===== config.mk =====
export PLATFORM = sky130hd
export DESIGN_NAME = text_pixel_serializer_flat
export DESIGN_NICKNAME = d
export VERILOG_FILES = /design/src/rtl/text_pixel_serializer_if.sv /design/src/rtl/text_pixel_serializer.sv /design/src/flat_wrapper.sv
export SDC_FILE = /design/constraint.sdc
export NUM_CORES = 1
export LEC_CHECK = 0
export ABC_AREA = 1
export BUFFER_PORTS_ARGS = -buffer_cell sky130_fd_sc_hd__buf_2
export CAP_MARGIN = 20
export CORE_ASPECT_RATIO = 2
export CORE_MARGIN = 2
export CORE_UTILIZATION = 55
export DETAILED_ROUTE_END_ITERATION = 8
export PLACE_DENSITY = 0.86
export SETUP_SLACK_MARGIN = 0.02
export SYNTH_ARGS = -nofsm -noshare
export SYNTH_HDL_FRONTEND = slang
export SYNTH_SLANG_ARGS = --single-unit

===== constraint.sdc =====
create_clock -name i_clk -period 2.2 [get_ports i_clk]
set_clock_uncertainty 0.05 [all_clocks]
set_input_delay 0.11 -clock i_clk [delete_from_list [all_inputs] [get_ports i_clk]]
set_output_delay 0.11 -clock i_clk [all_outputs]
set_load 0.01 [all_outputs]

===== src/rtl/text_pixel_serializer_if.sv =====
// Signal bundle between the text scanline serializer and its raster timing, text RAM and font ROM neighbours.
// The signal names follow the serializer's point of view.
interface text_pixel_serializer_if #(
  parameter int ADDR_W = 10
);
  logic              i_frame_start;
  logic              i_line_start;
  logic              i_pix_en;
  logic [ADDR_W-1:0] o_text_addr;
  logic [5:0]        i_text_char;
  logic [5:0]        o_char;
  logic [2:0]        o_row;
  logic [5:0]        i_raster;
  logic              o_pixel;
  logic              o_active;

  // Environment side: timing generator, text RAM and font ROM.
  modport master (
    output i_frame_start, i_line_start, i_pix_en, i_text_char, i_raster,
    input  o_text_addr, o_char, o_row, o_pixel, o_active
  );

  // Serializer side.
  modport slave (
    input  i_frame_start, i_line_start, i_pix_en, i_text_char, i_raster,
    output o_text_addr, o_char, o_row, o_pixel, o_active
  );
endinterface


===== src/rtl/text_pixel_serializer.sv =====
// Walks the character grid, fetches each code from text RAM, and looks it up in the font ROM.
// The 6-bit raster slices are then serialized into a pixel stream paced by i_pix_en.
module text_pixel_serializer #(
  parameter int COLS   = 40,
  parameter int ROWS   = 24,
  parameter int ADDR_W = 10
) (
  input  logic                    i_clk,
  input  logic                    i_rst,
  text_pixel_serializer_if.slave  bus
);

  localparam int COL_W = 7;  // col runs 0..COLS, and COLS can be 64

  typedef enum logic [1:0] {
    IDLE,
    FETCH,
    ACTIVE
  } state_t;

  state_t            state, state_n;
  logic [COL_W-1:0]  col;
  logic [5:0]        text_row;
  logic [2:0]        scan_row;
  logic [2:0]        pix_cnt;
  logic [5:0]        shift;
  logic [5:0]        hold;
  logic              hold_valid;
  logic              fetch_p1;    // address issued last edge; RAM data is on i_text_char
  logic              fetch_p2;    // o_char loaded last edge; font data is on i_raster
  logic [ADDR_W-1:0] line_base;   // text_row * COLS, kept incrementally
  logic [ADDR_W-1:0] text_addr;
  logic [5:0]        char_q;
  logic              pixel_q;
  logic              active_q;

  logic in_active;
  logic line_end;
  logic emit;
  logic fetch_next;

  always_comb begin
    // NOTE: every always_comb output gets a default first, so that no path infers a latch.
    in_active  = 1'b0;
    line_end   = 1'b0;
    emit       = 1'b0;
    fetch_next = 1'b0;
    in_active  = (state == ACTIVE) && !bus.i_frame_start && !bus.i_line_start;
    line_end   = in_active && bus.i_pix_en && (pix_cnt == 3'd0) && (col == COL_W'(COLS));
    emit       = in_active && bus.i_pix_en && !line_end && ((pix_cnt != 3'd0) || hold_valid);
    fetch_next = emit && (pix_cnt == 3'd0) && ((col + COL_W'(1)) < COL_W'(COLS));
  end

  // A line start beats a frame start, because the frame reset has already zeroed the row counters.
  always_comb begin
    state_n = state;
    if (bus.i_line_start) begin
      state_n = FETCH;
    end else if (bus.i_frame_start) begin
      state_n = IDLE;
    end else begin
      case (state)
        FETCH:   if (fetch_p2) state_n = ACTIVE;
        ACTIVE:  if (line_end) state_n = IDLE;
        default: state_n = state;
      endcase
    end
  end

  always_ff @(posedge i_clk) begin
    // NOTE: non-blocking assignments in clocked blocks, so every register sees pre-edge values.
    if (i_rst) state <= IDLE;
    else       state <= state_n;
  end

  always_ff @(posedge i_clk) begin
    if (i_rst) begin
      col        <= '0;
      text_row   <= '0;
      scan_row   <= '0;
      pix_cnt    <= '0;
      shift      <= '0;
      hold       <= '0;
      hold_valid <= 1'b0;
      fetch_p1   <= 1'b0;
      fetch_p2   <= 1'b0;
      line_base  <= '0;
      text_addr  <= '0;
      char_q     <= '0;
      pixel_q    <= 1'b0;
      active_q   <= 1'b0;
    end else begin
      fetch_p1 <= 1'b0;
      fetch_p2 <= fetch_p1;
      if (fetch_p1) char_q <= bus.i_text_char;
      if (fetch_p2) begin
        hold       <= bus.i_raster;
        hold_valid <= 1'b1;
      end

      if (bus.i_frame_start) begin
        text_row   <= '0;
        scan_row   <= '0;
        line_base  <= '0;
        fetch_p2   <= 1'b0;
        hold_valid <= 1'b0;
        pixel_q    <= 1'b0;
        active_q   <= 1'b0;
      end

      if (bus.i_line_start) begin
        // Also taken while ACTIVE, as an abort: the in-flight prefetch is dropped and rows stay put.
        col        <= '0;
        pix_cnt    <= '0;
        text_addr  <= bus.i_frame_start ? '0 : line_base;
        fetch_p1   <= 1'b1;
        fetch_p2   <= 1'b0;
        hold_valid <= 1'b0;
        pixel_q    <= 1'b0;
        active_q   <= 1'b0;
      end else if (line_end) begin
        pixel_q  <= 1'b0;
        active_q <= 1'b0;
        scan_row <= scan_row + 3'd1;
        if (scan_row == 3'd7) begin
          if (text_row == 6'(ROWS - 1)) begin
            text_row  <= '0;
            line_base <= '0;
          end else begin
            text_row  <= text_row + 6'd1;
            line_base <= line_base + ADDR_W'(COLS);
          end
        end
      end else if (emit) begin
        active_q <= 1'b1;
        if (pix_cnt == 3'd0) begin
          pixel_q    <= hold[5];
          shift      <= {hold[4:0], 1'b0};
          hold_valid <= 1'b0;
          if (fetch_next) begin
            text_addr <= text_addr + ADDR_W'(1);
            fetch_p1  <= 1'b1;
          end
        end else begin
          pixel_q <= shift[5];
          shift   <= {shift[4:0], 1'b0};
        end
        if (pix_cnt == 3'd5) begin
          pix_cnt <= '0;
          col     <= col + COL_W'(1);
        end else begin
          pix_cnt <= pix_cnt + 3'd1;
        end
      end
    end
  end

  assign bus.o_text_addr = text_addr;
  assign bus.o_char      = char_q;
  assign bus.o_row       = scan_row;
  assign bus.o_pixel     = pixel_q;
  assign bus.o_active    = active_q;

endmodule


===== src/flat_wrapper.sv =====
// flat-port wrapper written by rule: the top's interface ports become plain ports
module text_pixel_serializer_flat 
#(
  parameter int COLS   = 40,
  parameter int ROWS   = 24,
  parameter int ADDR_W = 10
)
  (i_clk, i_rst, bus_i_frame_start, bus_i_line_start, bus_i_pix_en, bus_i_text_char, bus_i_raster, bus_o_text_addr, bus_o_char, bus_o_row, bus_o_pixel, bus_o_active);
  text_pixel_serializer_if #(.ADDR_W(ADDR_W)) bus_i ();
  input  logic i_clk;
  input  logic i_rst;
  input wire logic [$bits(bus_i.i_frame_start)-1:0] bus_i_frame_start;
  input wire logic [$bits(bus_i.i_line_start)-1:0] bus_i_line_start;
  input wire logic [$bits(bus_i.i_pix_en)-1:0] bus_i_pix_en;
  input wire logic [$bits(bus_i.i_text_char)-1:0] bus_i_text_char;
  input wire logic [$bits(bus_i.i_raster)-1:0] bus_i_raster;
  output wire logic [$bits(bus_i.o_text_addr)-1:0] bus_o_text_addr;
  output wire logic [$bits(bus_i.o_char)-1:0] bus_o_char;
  output wire logic [$bits(bus_i.o_row)-1:0] bus_o_row;
  output wire logic [$bits(bus_i.o_pixel)-1:0] bus_o_pixel;
  output wire logic [$bits(bus_i.o_active)-1:0] bus_o_active;
  assign bus_i.i_frame_start = bus_i_frame_start;
  assign bus_i.i_line_start = bus_i_line_start;
  assign bus_i.i_pix_en = bus_i_pix_en;
  assign bus_i.i_text_char = bus_i_text_char;
  assign bus_i.i_raster = bus_i_raster;
  assign bus_o_text_addr = bus_i.o_text_addr;
  assign bus_o_char = bus_i.o_char;
  assign bus_o_row = bus_i.o_row;
  assign bus_o_pixel = bus_i.o_pixel;
  assign bus_o_active = bus_i.o_active;
  text_pixel_serializer #(.COLS(COLS), .ROWS(ROWS), .ADDR_W(ADDR_W)) u_core (.i_clk(i_clk), .i_rst(i_rst), .bus(bus_i));
endmodule

* Yosys cells after proc, flatten, opt, wreduce, memory -nomap -nowiden
Index checks and enable logic that the tools add are counted.
Storage, ports and cells: word-level logic and storage cells 105, input port bits 17, bits in registers 64, output and inout port bits 21
Cells by class: bitwise operators 2, magnitude comparators 1, $add $sub $neg 6, muxes and demuxes 39, reductions and logical operators 30, equality and inequality tests 11
Operators with widths (number):
- $mux 10 | 10
- $mux 6 | 6
- $mux 1 | 16
- $mux 3 | 4
- $reduce_and 3->1 | 4
- $add 10x1->10 const B | 1
- $add 10x6->10 const B | 1
- $reduce_bool 2->1 | 5
- $logic_and 1x1->1 | 9
- $ne 4x3->1 const B | 2
- $add 7x1->7 const B | 1
- $eq 7x6->1 const B | 1
- $lt 7x6->1 const B | 1
- $add 3x1->3 const B | 2
- $add 6x1->6 const B | 1
- $eq 3x3->1 const B | 2
- $eq 6x5->1 const B | 1
- $reduce_or 3->1 | 2
- $mux 2 | 2
- $ne 2x1->1 const B | 2
- $pmux 2 s2 | 1
- $reduce_and 4->1 | 1
- $reduce_bool 4->1 | 1
- $logic_not 1->1 | 3
- 9 further kinds | 10

* Depth between registers and ports, before layout
Gate-level depths: netlist of run 1.
word-level depth 16, gate-level depth with buffers 13, mapped depth without buffers 13

* Least setup slack after synthesis of run 1
No wires, ideal clock.
kind reg-to-reg, start register u_core.state[0], end register u_core.text_addr[7], in the netlist u_core.bus.o_text_addr[7], setup time 0.112 ns, data required time 2.038 ns, buffers on the path 1, arrival 1.463 ns, slack 0.575 ns, stages on the path, launching flop included 13, period minus slack after synthesis 1.625 ns, cells stage by stage dfxtp_1 > inv_1 > ha_1 > nand2_1 > nor2_8 > nand4_4 > nor2_2 > nand2_2 > nand2_4 > buf_12 > nand2_4 > nand2_2 > nor2_2
On the way: longest elaborated chain between the ends 13
Ends and longest elaborated chain:
- from (decl) | line text_pixel_serializer.sv:21 | state_t state, state_n;
- from (signal assigned) | line text_pixel_serializer.sv:73 | else state <= state_n;
- $eq 2x2->1 (*) | line text_pixel_serializer.sv:48 | in_active = (state == ACTIVE) && !bus.i_frame_start && !bus.i_line_start;
- $logic_and 1x1->1 (*) (2 in series) | line text_pixel_serializer.sv:48
- $logic_and 1x1->1 (*) | line text_pixel_serializer.sv:49, text_pixel_serializer.sv:50
- $logic_and 1x1->1 (2 in series) | line text_pixel_serializer.sv:49 | line_end = in_active && bus.i_pix_en && (pix_cnt == 3'd0) && (col == COL_W'(COLS));
- $logic_not 1->1 | line text_pixel_serializer.sv:50 | emit = in_active && bus.i_pix_en && !line_end && ((pix_cnt != 3'd0) || hold_valid);
- $logic_and 1x1->1 (2 in series) | line text_pixel_serializer.sv:50
- $logic_and 1x1->1 (2 in series) | line text_pixel_serializer.sv:51 | fetch_next = emit && (pix_cnt == 3'd0) && ((col + COL_W'(1)) < COL_W'(COLS));
- $reduce_bool 2->1 (no line)
- $reduce_and 4->1 (no line) (*)
- to (signal assigned) | line text_pixel_serializer.sv:115 | text_addr <= bus.i_frame_start ? '0 : line_base;
- to (signal assigned) | line text_pixel_serializer.sv:141 | text_addr <= text_addr + ADDR_W'(1);
- to (decl) | line text_pixel_serializer.sv:32 | logic [ADDR_W-1:0] text_addr;
Every way passes the cells marked *; elsewhere a longest branch is shown, timed or not. A chain may end at the register's enable or synchronous reset.

* Worst setup path in the final report of run 1
start register u_core.state[0], end register u_core.col[5]
On the way: longest elaborated chain between the ends 10
Ends and longest elaborated chain:
- $eq 2x2->1 (*) | line text_pixel_serializer.sv:48
- $logic_and 1x1->1 (*) (2 in series) | line text_pixel_serializer.sv:48
- $logic_and 1x1->1 (*) | line text_pixel_serializer.sv:49, text_pixel_serializer.sv:50
- $logic_and 1x1->1 (2 in series) | line text_pixel_serializer.sv:49
- $logic_not 1->1 | line text_pixel_serializer.sv:50
- $logic_and 1x1->1 (2 in series) | line text_pixel_serializer.sv:50
- $reduce_and 3->1 (no line) (*)
- to (signal assigned) | line text_pixel_serializer.sv:150 | col <= col + COL_W'(1);
- to (decl) | line text_pixel_serializer.sv:22 | logic [COL_W-1:0] col;
Marked as above.

==> qor.yml, run 1 <==
setup-violations-final: 0
worstPathArrival_ns: 2.08
synth-seq-area-share_pct: 38.3
synth-edff-count: 0
cts_inserted_buffers: 9
reg2reg_to: "u_core.col[5]"
coreArea_sq_um: 5760
ys.flop_type: "dfxtp_1"
worstReg2RegStart: "u_core.state[0]"
r2r_cells: 11
grt_pass1_vias: 3010
p_per_area_nw_per_um2: 745
grt_max_degree: 21
grt_setup_unrepaired: "no"
port_buffers: 37
routed_wl_um: 8070
crit_start: "u_core.state[0]"
fill_cells: 471
rows: 39
place.gp.congestion: 0.889
required_ns: 2.37
cts_htree_levels: 3
dp_hpwl_um: 5690
synthCells: 451
final_cell_mix: "nand2_1, dfxtp_1, nor2_1, nand3_1, inv_1"
maxSlewHeadroom_pct: 52.9
rrSetupSlack_ns: 0.29
cap_violations: 0
fp.dieW_um: 58.7
fin_crit_sh_pct: 86.9
crit_path_start_kind: "flop"
synth_top_area_share_pct: 38.3
hold_class: "in -> reg"
finalHoldViolations: 0
grt_antenna_before_repair: 0
dr.pass1.iters: 8
clock_latency_ns: 0.33
clock-sinks: 63
drive_gt1_share_pct: 20.2
crit_type: "reg -> reg"
grt_pass1_wl_um: 13100
hold_depth: 3
dpl_worst_slack_ns: 0.329
fin_hold_ws_ns: 0.0191
synthTopCellsByArea: "dfxtp_1, nand2_1, nand3_1"
outcome: "complete, but fails checks"
remaining_drc_errors: 2
stdcell_count: 566
ios: 38
initial_core_util_pct: 57.1
multi_input_area_sq_um: 1740
antenna_left: 0
initialDrtViolationCount: 149
synthArstFlopShare_pct: 0
clk_pin_slew_worst_paths_ns: 0.05
cp_max_fo: 18
fmax_mhz: 523
cts_root_buf: "clkbuf_16"
worst_pin_slew_ns: 0.705
synth_fp_nets: 477
grt_use_total_pct: 26.0
min_period_ns: 1.91
fin_setup_tns_ns: 0
final_max_slew_viol_count: 0
tritoncts: "yes"
hp-start: "bus_i_raster[5]"
synth_cell_types: 42
cts_resized: 0
num_vias: 3122
violations: "design-rule violations"
yosys.area.top_type: "dfxtp_1"
die_h_um: 113
final_common_cell: "nand2_1"
die_area_sq_um: 6650
ys_warn_count: 0
wire_per_inst_um: 14.2
ys_ff_latch: 63
final_nets: 526
setup_slack_ns: 0.287
endpoint_kind: "flop"
power.total_mw: 2.92
netlist_area_sq_um: 3290
avgSynthCellArea_sq_um: 7.29
cellLeakagePower_nw: 1.79
clk_path_buf_depth: 2
place_inst: 539
overflow: 0
ff_latch_area_sq_um: 1260
area_delta_synth_final_pct: 18.9
peakVddDrop_v: 0.000703
endpoint: "u_core.col[5]"
antenna_cells: 0
viasPerCell: 5.52
## cell usage after synthesis (2+ instances only)
cell type,n
inv_2,8
nand2_4,6
nor3_2,3
nand2_1,97
nand2_2,4
nand3b_1,2
o21ai_1,3
o211a_1,4
nor2_1,52
nand3_1,43
inv_1,41
ha_1,9
nor2_2,13
dfxtp_1,63
a31oi_1,3
xor2_1,7
a21oi_1,31
or2_2,3
clkbuf_1,5
buf_6,3
nor3_1,4
nor2_8,2
o21ai_0,22
nand4_1,4
nand3_2,2
## area by class of cell
cell class	instances	area share, %
clock buffers	13	6.65
clock inverters	3	1.66
inverters	52	5.21
multi-input cells	324	44.4
flip-flops and latches	63	32.2
well taps	61	1.95
repair buffers	50	7.93
## worst min path at each step
| stage | endpoint | slack, ns |
|---|---|---|
| final | u_core.hold[5] | 0.02 |
| after global routing | u_core.hold[5] | 0.04 |
| after detailed placement | u_core.hold[0] | 0.29 |
| after floorplan | u_core.hold[0] | 0.19 |
| after global placement | u_core.hold[2] | 0.28 |
| after CTS | u_core.hold[5] | 0.005 |
## registers in the layout, indices dropped and copies added (netlist names), 2 cells and up
| name | cells |
|---|---|
| u_core.bus.o_row | 3 |
| u_core.state | 2 |
| u_core.hold | 6 |
| u_core.col | 7 |
| u_core.bus.o_char | 6 |
| u_core.text_row | 6 |
| u_core.shift | 5 |
| u_core.line_base | 10 |
| u_core.bus.o_text_addr | 10 |
| u_core.pix_cnt | 3 |
## stage by stage
step / utilization [%] / instance area [sq um]
after global placement: 60.4 / 3480
after CTS: 67.9 / 3910
after global routing: 67.9 / 3910
after floorplan: - / 3290
after detailed placement: 60.4 / 3480
final: 67.9 / 3910
## routing by layer
layer | global-route usage (%) | part of all wire [%]
met5 | 0 | 0
met4 | 16.8 | 3.6
met2 | 48.6 | 57
met3 | 5.10 | 3.5
met1 | 24.3 | 36
## timing repair
action                    in CTS  in global routing
hold buffers                  11                  0
hold endpoints to repair      11                  0
buffers inserted               0                  0
## worst max-delay path: stages, from the launching register on
cell and delay, ns:
dfxtp_1 0.33, inv_1 0.07, ha_1 0.22, nand2_1 0.16, nor2_8 0.16, o21ai_2 0.08, inv_1 0.13, nand2_4 0.10
inv_4 0.18, nand2_2 0.15, nand2_1 0.11, a21oi_1 0.06
## kinds of logic (layout without fill, tap and decap cells)
| group | count (synthesis) | in the layout | synth area share (%) |
|---|---|---|---|
| adders and majority gates | 9 | 9 | 3.42 |
| AOI/OAI and AO/OA | 68 | 68 | 11.5 |
| DFF | 63 | 63 | 38.3 |
| xor gates and xnor gates | 8 | 8 | 2.13 |
| buffers and inverters | 64 | 118 | 8.90 |
| and+or+nand+nor | 239 | 239 | 35.7 |
## power breakdown
group	leakage [nW]	internal (mW)	switching (mW)
registers	0.511	1.17	0.0254
logic	1.12	0.0754	0.114
clock network	0.160	1.05	0.483
No activity file was read; power rests on OpenSTA's default activity.
==> inputs of run 2 (changes only) <==
Settings changed: CORE_UTILIZATION 55 to 39, PLACE_DENSITY 0.86 to 0.67.
==> run 2 against run 1 <==
The run now ends clean. Global-route usage down 7.1 points. Final area up 1.7%. Clock-buffer cell count down 3. Die area up 39%. Register-to-register slack better by 0.08 ns. Flip-flop and latch count unchanged. Worst hold slack better by 0.0029 ns. Maximum frequency up 4.4%. First-iteration DRC count down 5.4%. Cell count up 7.1%. Critical endpoint is now u_core.bus.o_text_addr[1].
==> qor.yml, run 2 (same netlist as run 1, synthesis figures left out) <==
worstPathArrival_ns: 2.01
required_ns: 2.38
overflow: 0
r2r_cells: 11
rrSetupSlack_ns: 0.37
cts_inserted_buffers: 9
rows: 47
power.total_mw: 2.90
dp_hpwl_um: 5690
worst_pin_slew_ns: 0.767
cap_violations: 0
crit_type: "reg -> reg"
drive_gt1_share_pct: 21.1
stdcell_count: 606
routed_wl_um: 7670
fin_crit_sh_pct: 83.3
setup-violations-final: 0
grt_setup_unrepaired: "no"
clk_pin_slew_worst_paths_ns: 0.05
endpoint_kind: "flop"
crit_start: "u_core.state[0]"
final_common_cell: "nand2_1"
area_delta_synth_final_pct: 21.0
crit_path_start_kind: "flop"
p_per_area_nw_per_um2: 730
fmax_mhz: 546
clock-sinks: 63
clock_latency_ns: 0.33
fp.dieW_um: 68.9
fin_setup_tns_ns: 0
hold_class: "in -> reg"
dr.pass1.iters: 4
cp_max_fo: 18
place.gp.congestion: 0.796
maxSlewHeadroom_pct: 48.8
final_max_slew_viol_count: 0
cts_htree_levels: 3
die_h_um: 134
cellLeakagePower_nw: 1.81
grt_pass1_vias: 3010
antenna_left: 0
initial_core_util_pct: 40.0
num_vias: 3098
coreArea_sq_um: 8230
place_inst: 579
peakVddDrop_v: 0.000536
final_nets: 529
post_cts_buffers: 0
grt_use_total_pct: 18.9
viasPerCell: 5.11
port_buffers: 37
min_period_ns: 1.83
outcome: "finished, final reports clean"
antenna_cells: 0
reg2reg_to: "u_core.bus.o_text_addr[1]"
wire_per_inst_um: 12.7
die_area_sq_um: 9230
grt_max_degree: 25
endpoint: "u_core.bus.o_text_addr[1]"
initialDrtViolationCount: 141
final_cell_mix: "nand2_1, dfxtp_1, nor2_1, nand3_1, inv_1"
grt_pass1_wl_um: 13200
utilization_pct: 48.3
clk_path_buf_depth: 2
ios: 38
finalHoldViolations: 0
cts_root_buf: "clkbuf_16"
tritoncts: "yes"
grt_antenna_before_repair: 0
remaining_drc_errors: 0
worstReg2RegStart: "u_core.state[0]"
==> run 2: cell type report <==
class                      instances  area [sq um]
sequential                        63          1260
clock inverter                     6          83.8
multi-input combinational        324          1740
inverter                          52           204
tap                               98           123
clock buffer                      10           239
fill                             840          4250
timing repair buffer              53           333
==> run 2: power breakdown <==
part           internal, mW  switching (mW)  leakage [nW]
Combinational        0.0792           0.116          1.13
Sequential             1.17          0.0218         0.511
Clock                  1.02           0.504         0.162
Total                  2.26           0.643          1.81
==> run 2: worst min path at each step <==
stage	start	endpoint	slack (ns)	cells after the start
after floorplan	bus_i_raster[0]	u_core.hold[0]	0.19	2
after CTS	bus_i_raster[5]	u_core.hold[5]	0.02	3
final	bus_i_raster[5]	u_core.hold[5]	0.02	3
after global placement	bus_i_raster[4]	u_core.hold[4]	0.28	3
after global routing	bus_i_raster[5]	u_core.hold[5]	0.03	3
after detailed placement	bus_i_raster[4]	u_core.hold[4]	0.29	3
==> run 2: stage by stage <==
| stage | hold WS (ns) | worst slack [ns] | instance area, sq um |
|---|---|---|---|
| after floorplan | 0.195 | 0.575 | 3290 |
| final | 0.0220 | 0.368 | 3980 |
| after global placement | 0.281 | 0.381 | 3550 |
| after CTS | 0.0160 | 0.350 | 3980 |
| after detailed placement | 0.287 | 0.354 | 3550 |
| after global routing | 0.0258 | 0.147 | 3980 |
==> run 2: per-layer routing <==
layer	global-route usage, %	vias up	routed length [um]
li1	-	1565	-
met1	19.0	1453	2830
met2	34.0	64	4350
met3	4.61	16	251
met4	9.80	0	238
met5	0	-	0
==> run 2: timing repair <==
action	in CTS	in global routing
endpoints found under the setup margin	0	0
resized for setup	0	0
hold endpoints to repair	11	0
hold buffers	11	0
==> run 2: critical path, stage by stage (launching register included) <==
cell and delay [ns]:
dfxtp_1 0.33, inv_1 0.06, ha_1 0.21, nand2_1 0.15
nor2_8 0.15, nand4_4 0.13, nor2_2 0.11, nand2_2 0.10
nand2_4 0.23, nand2_1 0.09, nand2_1 0.07, nor2_1 0.04
==> inputs of run 3 (changes only) <==
Settings changed: ABC_AREA 1 to 0, PLACE_DENSITY 0.67 to 0.68.
Clock period 2.2 ns to 1.8 ns, I/O delays scaled along.
==> run 3 against run 2 <==
The flow now finishes with violations (negative setup slack). Worst setup slack got worse by 0.87 ns. Sequential power increased by 21%. Largest power group unchanged. Critical endpoint is now u_core.bus.o_text_addr[2]. Critical path depth unchanged. Power increased by 15%. Global-route usage increased by 1.3 points. Wire length increased by 14%.
==> qor.yml, run 3 <==
worst_pin_slew_ns: 0.506
final_common_cell: "dfxtp_1"
rrSetupSlack_ns: -0.50
netSwitchingFraction_pct: 22.4
netlist_area_sq_um: 2960
antenna_left: 0
die_area_sq_um: 8340
viasPerCell: 5.49
yosysMostFrequentCell: "dfxtp_1"
rows: 45
avgSynthCellArea_sq_um: 8.88
setup-violations-final: 49
endpoint_kind: "flop"
fin_crit_sh_pct: 128
antenna_cells: 0
synth-seq-area-share_pct: 42.7
crit_start: "u_core.col[0]"
initialDrtViolationCount: 168
synthTopCellsByArea: "dfxtp_1, mux2i_1, nor2_1"
place.gp.congestion: 0.861
cts_inserted_buffers: 9
endpoint: "u_core.bus.o_text_addr[2]"
synthCells: 333
p_seq_share_pct: 43.0
final_max_slew_viol_count: 0
p_comb_share_pct: 6.3
routed_wl_um: 8750
synth-edff-count: 0
port_buffers: 37
cts_htree_levels: 3
worstPathArrival_ns: 2.46
fin_setup_tns_ns: -10.70
outcome: "complete, but fails checks"
grt_max_degree: 40
final_cell_mix: "dfxtp_1, buf_4, buf_2, nor2_1, nand2_1"
remaining_drc_errors: 0
synth_simple_gate_area_share_pct: 22.9
synth_top_family_by_area: "simple AND/OR/NAND/NOR gates"
initial_core_util_pct: 39.5
synth_fp_nets: 359
grt_pass1_wl_um: 13400
grt_setup_unrepaired: "yes"
ys_ff_latch: 63
p_per_area_nw_per_um2: 707
synth_common_cells: "dfxtp_1, nor2_1, nand2_1"
grt_antenna_before_repair: 0
cap_violations: 0
fill_cells: 548
required_ns: 1.96
grt_pass1_vias: 2873
cts_root_buf: "clkbuf_16"
violations: "negative setup slack"
wire_per_inst_um: 15.8
final_nets: 481
maxSlewHeadroom_pct: 66.2
synthAdderAreaFrac_pct: 3.81
hold_class: "in -> reg"
drive_gt1_share_pct: 46.1
crit_type: "reg -> reg"
yosys.area.top_type: "dfxtp_1"
power.internal_mw: 2.59
setup_slack_ns: -0.500
clk_path_buf_depth: 2
die_h_um: 127
reg2reg_to: "u_core.bus.o_text_addr[2]"
tritoncts: "yes"
dp_hpwl_um: 5110
coreArea_sq_um: 7490
clk_pin_slew_worst_paths_ns: 0.05
synth_xor_area_share_pct: 2.37
synth_cell_types: 58
clock-sinks: 63
synth_compound_area_share_pct: 19.7
dr.pass1.iters: 4
num_vias: 3039
peakVddDrop_v: 0.000681
ios: 38
overflow: 0
area_delta_synth_final_pct: 59.8
grt_use_total_pct: 20.2
power.total_mw: 3.34
crit_path_start_kind: "flop"
clock_latency_ns: 0.33
synth_top_area_share_pct: 42.7
fp.dieW_um: 65.6
worstReg2RegStart: "u_core.col[0]"
p_switching_uw: 747
cellLeakagePower_nw: 1.83
ys.flop_type: "dfxtp_1"
finalHoldViolations: 0
ys_warn_count: 0
min_period_ns: 2.30
synth.area.mux_share_pct: 5.08
utilization_pct: 63.1
power.clock.fraction_pct: 50.7
synthArstFlopShare_pct: 0
r2r_cells: 11
fmax_mhz: 435
cp_max_fo: 6
-- run 3: cells by family after synthesis --
family                   count (synthesis)
AND/OR/NAND/NOR                        131
AO/OA/AOI/OAI                           80
flip-flops                              63
buffers and inverters                   27
multiplexers                            15
adder cells (fa/ha/maj)                  9
XOR/XNOR                                 8
-- run 3: final cells by class --
type	instances	area [sq um]	area share (%)
multi-input combinational	243	2010	42.4
clock inverter	2	12.5	0.265
inverter	10	37.5	0.794
timing repair buffer	128	998	21.1
sequential	63	1270	26.9
tap	94	118	2.49
clock buffer	14	284	6.01
-- run 3: how the worst min path moves through the flow --
stage                      start                end  cells past startpoint
2_1_floorplan  bus_i_frame_start  u_core.hold_valid                      1
3_3_place_gp     bus_i_raster[0]     u_core.hold[0]                      3
3_5_place_dp     bus_i_raster[3]     u_core.hold[3]                      3
4_1_cts        bus_i_frame_start  u_core.hold_valid                      3
5_1_grt        bus_i_frame_start  u_core.hold_valid                      3
6_report       bus_i_frame_start  u_core.hold_valid                      3
-- run 3: critical path, stage by stage, from the launching register on --
cell and delay (ns):
dfxtp_2 0.35, inv_2 0.05, ha_4 0.14, and2_4 0.13, a21bo_4 0.20, a2111o_1 0.46, buf_6 0.16, buf_8 0.12
buf_4 0.13, buf_4 0.13, a211oi_2 0.18, nor4_1 0.08
-- run 3: stage by stage --
| stage | setup WS [ns] | area, sq um | instances | hold WS (ns) |
|---|---|---|---|---|
| final | -0.500 | 4730 | 554 | 0.0776 |
| after global routing | -0.555 | 4730 | 554 | 0.0783 |
| after CTS | -0.429 | 4380 | 542 | 0.0582 |
| after detailed placement | -0.431 | 3650 | 503 | 0.283 |
| after global placement | -0.391 | 3650 | 503 | 0.273 |
| after floorplan | -0.350 | 3010 | 333 | 0.123 |
-- run 3: layer usage --
layer	share of wire [%]	vias to the layer above	track usage, %
met5	0	-	0
met4	1.4	0	10.3
met3	3.5	11	3.17
met2	51	85	31.6
met1	44	1471	26.5
li1	-	1472	-
-- run 3: timing repair --
item	CTS	global route
setup endpoints to repair	34	45
resized for setup	52	64
cloned	1	0
setup buffers	9	13
pin swaps	33	34
hold buffers	13	0
endpoints found under the hold margin	14	0
-- run 3: power by group through the flow --
stage / logic, mW / registers (mW) / clock network [mW]
detailed placement: 0.156 / 1.46 / 0
CTS: 0.192 / 1.43 / 1.72
finish: 0.210 / 1.44 / 1.69
global route: 0.226 / 1.44 / 1.77
global placement: 0.154 / 1.46 / 0
floorplan: 0.0828 / 1.46 / 0
